[config.mk]
export PLATFORM = sky130hd
export DESIGN_NAME = bus_line_filt
export DESIGN_NICKNAME = d
export VERILOG_FILES = /design/src/rtl/bus_line_filt.sv
export SDC_FILE = /design/constraint.sdc
export NUM_CORES = 1
export LEC_CHECK = 0
export CAP_MARGIN = 20
export CORE_ASPECT_RATIO = 1.5
export CORE_MARGIN = 5
export CORE_UTILIZATION = 35
export DETAILED_ROUTE_END_ITERATION = 10
export SYNTH_ARGS = -nofsm -noshare
export SYNTH_HDL_FRONTEND = slang
export SYNTH_SLANG_ARGS = --single-unit
[constraint.sdc]
create_clock -name clk -period 3.32 [get_ports clk]
set_clock_uncertainty 0.15 [all_clocks]
set_input_delay 0.83 -clock clk [delete_from_list [all_inputs] [get_ports clk]]
set_output_delay 0.83 -clock clk [all_outputs]
set_load 0.1 [all_outputs]
[src/rtl/bus_line_filt.sv]
// Synchronises an asynchronous status bus and glitch-filters each bit, producing
// the filtered bus, per-bit edge strobes, an any-change strobe and a saturating event counter.
module bus_line_filt #(
   parameter int                 WIDTH       = 8,
   parameter int                 SYNC_STAGES = 2,
   parameter int                 FILT_LEN    = 4,
   parameter logic [WIDTH-1:0]   RST_VAL     = '0,
   parameter int                 CNT_W       = 16
) (
   input  logic             clk,
   input  logic             rst,
   input  logic [WIDTH-1:0] in,
   input  logic             en,
   input  logic             cnt_clr,
   output logic [WIDTH-1:0] out,
   output logic [WIDTH-1:0] rise,
   output logic [WIDTH-1:0] fall,
   output logic             chg,
   output logic [CNT_W-1:0] chg_cnt
);

   localparam int FCW = (FILT_LEN > 1) ? $clog2(FILT_LEN) : 1;
   localparam logic [FCW-1:0] FCNT_MAX = FCW'(FILT_LEN - 1);

   logic [WIDTH-1:0] sync_reg [SYNC_STAGES];
   logic [WIDTH-1:0] s;
   logic [WIDTH-1:0] upd;
   logic [WIDTH-1:0] out_reg;
   logic [WIDTH-1:0] rise_reg;
   logic [WIDTH-1:0] fall_reg;
   logic [CNT_W-1:0] chg_cnt_reg;

   always_ff @(posedge clk or posedge rst) begin
      if (rst) begin
         for (int k = 0; k < SYNC_STAGES; k++) begin
            sync_reg[k] <= RST_VAL;
         end
      end else begin
         sync_reg[0] <= in;
         for (int k = 1; k < SYNC_STAGES; k++) begin
            sync_reg[k] <= sync_reg[k-1];
         end
      end
   end

   assign s = sync_reg[SYNC_STAGES-1];

   // Each bit owns a persistence counter; upd fires on the enabled cycle that
   // completes FILT_LEN consecutive samples disagreeing with out.
   for (genvar gi = 0; gi < WIDTH; gi++) begin : g_bit
      logic [FCW-1:0] fcnt_reg;
      logic           differ;

      assign differ  = s[gi] != out_reg[gi];
      assign upd[gi] = en && differ && (fcnt_reg == FCNT_MAX);

      always_ff @(posedge clk or posedge rst) begin
         if (rst) begin
            fcnt_reg <= '0;
         end else if (en) begin
            if (!differ || fcnt_reg == FCNT_MAX) begin
               fcnt_reg <= '0;
            end else begin
               fcnt_reg <= fcnt_reg + FCW'(1);
            end
         end
      end
   end

   // A bit only updates when s differs from out, so flipping is taking s.
   always_ff @(posedge clk or posedge rst) begin
      if (rst) begin
         out_reg  <= RST_VAL;
         rise_reg <= '0;
         fall_reg <= '0;
      end else begin
         out_reg  <= out_reg ^ upd;
         rise_reg <= upd & s;
         fall_reg <= upd & ~s;
      end
   end

   assign chg = |(rise_reg | fall_reg);

   always_ff @(posedge clk or posedge rst) begin
      if (rst) begin
         chg_cnt_reg <= '0;
      end else if (cnt_clr) begin
         chg_cnt_reg <= '0;
      end else if (chg && chg_cnt_reg != {CNT_W{1'b1}}) begin
         chg_cnt_reg <= chg_cnt_reg + CNT_W'(1);
      end
   end

   assign out     = out_reg;
   assign rise    = rise_reg;
   assign fall    = fall_reg;
   assign chg_cnt = chg_cnt_reg;

endmodule

==> metrics <==
DRT iter0 DRCs 86; vias in the first global route 2052; worst hold path type flop to flop; clock tree buffer depth 2; ANT nets after route 0; non-filler cells, final 432; syn avg cell area 11.1 sq um; WP data required 2.34 ns; DRC Markers 0; Synth Area in XOR/XNOR 2.96%; setup bufs post-CTS 0; # diodes 0; max cap viols 0; Die X-Extent 85.0 um; static leakage power 1.78 nW; met3 Track Usage GR 4.50%; status completed; fin util 45.4%; Final setup viols 0; commonest cells after routing, fill and taps aside dfrtp_1, buf_4, nor2_1; critical-path maximum fanout 2; initial antenna violation count 0; Placed Area approximately 0.0035 sq mm; clk_lat worst skew 0.32 ns; largest family of logic cells by synthesized area simple AND/OR/NAND/NOR gates; CORE AREA 0.00831 sq mm; GR met2 Demand/Resource 21.5%; busiest grt layer met2; Final Hold Vio Count 0; CP startpoint rise[5]; area leader, netlist dfrtp_1; remaining global-route overflow 0; final instance area 0.00377 sq mm; Mapped Area between 0.002 and 0.003 sq mm; CP Capture Type output pin; Avg WL per Cell ~13 um; Nets roughly 350; die area 0.0104 sq mm; area share of the largest cell type after synthesis 61.0%; type of origin of the critical path flop; die height 123 um; Total GRT Usage 12.0%; Pins Over Slew Limit 0; vias per inst 4.78; Reg-to-Reg Start rise[5]; Hold Path Depth 0; final period utilization between 80% and 90%; min Tclk post-route 2.80 ns; setup_tns 0 ns; first-pass GRT wire length 9580 um; Root Buffer clkbuf_16; TritonCTS Sinks 72; critical path type flop to output pin; adder-cell share of the synthesized area 3.81%; Area Growth Syn to Fin 27.7%; register bit total from synthesis 72; H-tree levels 3; Synth cell types 29; DRT Pass-1 Iters 6; Compound-Gate Fraction of Synth Area 7.84%; IO buf count 52; Initial Utilization 35.5%; global placement routability congestion between 0.7 and 0.8; Synth area leaders dfrtp_1, ha_1, nor2_1, mux2_2, nand2b_1; CTS tree done; f_max 0.357 GHz; relative slew slack 60.0%; Worst-Margin Slew 0.595 ns; Reg2Reg Depth 6; pwr dens 794 mW/mm^2; Num CTS Buffers 9; register area share after synthesis 61.0%; clock transition at the registers of the reported paths 0.05 ns; Worst VDD drop 0.407 mV; I/O pin cnt 53; post-CTS resize count 0; Syn Nets 286; most common cell after layout, fill and taps aside dfrtp_1; vias 2065; Mapped Cells 265; simple logic cell fraction of the synthesized area 17.2%; row count 41; hpwl dp 4140 um; largest net degree at the start of global routing slightly above 50; YS warnings 0; hold_sp sync_reg[13]; met1 Use GR 11.7%; RSZ-0062 raised after global routing false; Worst Path Arrival 1.82 ns; placed insts 420; total wire length 5780 um; post-synthesis mux area share 3.77%; Post-CTS Hold Fix Bufs 0; layout cells sized above 1 21.2%
[worst paths after layout]
path	slack, ns	end
worst max-delay path	0.52	chg
worst min-delay path	0.19	s[5]
worst max register to register	1.17	chg_cnt[7]
worst min register to register	0.19	s[5]
max in group asynchronous	1.64	fall[5]
min in group asynchronous	0.73	chg_cnt[4]
[cell type report]
class                      count  area [sq um]
fill                         798          4540
clock inverter                 2          10.0
tap                          107           134
timing repair buffer          56           473
multi-input combinational    168          1050
clock buffer                  10           239
sequential                    72          1800
inverter                      17          63.8
[Yosys cell counts]
cell	n
nand2b_1	16
o2111ai_1	1
nand4_1	6
or4_1	1
a211oi_1	1
and2_1	2
or3_1	4
nor2b_1	2
nor4_1	4
and3_1	5
nor2_1	28
xor2_1	10
o211ai_1	4
o21ai_0	19
clkbuf_1	6
dfrtp_1	72
nand3_1	17
buf_1	1
o21ai_2	1
o2111ai_4	1
nand2_1	14
nor3_1	1
buf_6	1
mux2i_1	1
a21oi_1	11
mux2_2	9
and4_1	1
inv_1	17
ha_1	9
[critical path, stage by stage, from the launching register on]
cell and delay (ns):
dfrtp_1 0.37, nor4_1 0.56, nand4_1 0.31, buf_12 0.26
[through the flow]
stage | power (mW) | worst slack [ns] | hold slack (ns)
2_1_floorplan | 1.95 | 0.0263 | 0.181
3_3_place_gp | 2.18 | 0.753 | 0.183
3_5_place_dp | 2.21 | 0.763 | 0.185
4_1_cts | 3.04 | 0.401 | 0.194
5_1_grt | 3.17 | 0.424 | 0.208
6_report | 3.00 | 0.516 | 0.192
[routing by layer]
layer / share of wire, % / routed length [um]
met5: 0 / 0
met4: 2.1 / 123
met3: 6.5 / 374
met2: 53 / 3080
met1: 38 / 2200
[where the power goes]
| group | internal, mW | switching, mW | total (mW) |
|---|---|---|---|
| Combinational | 0.296 | 0.733 | 1.03 |
| Sequential | 1.04 | 0.113 | 1.15 |
| Clock | 0.505 | 0.311 | 0.816 |
[logic make-up (layout without fill, tap and decap cells)]
logic type	count (synthesis)	in the layout
xor+xnor	10	10
simple gates	101	101
buf+inv	25	85
flops	72	72
fa+ha+maj	9	9
compound gates	38	38
mux	10	10
(Power assumes the default switching activity.)
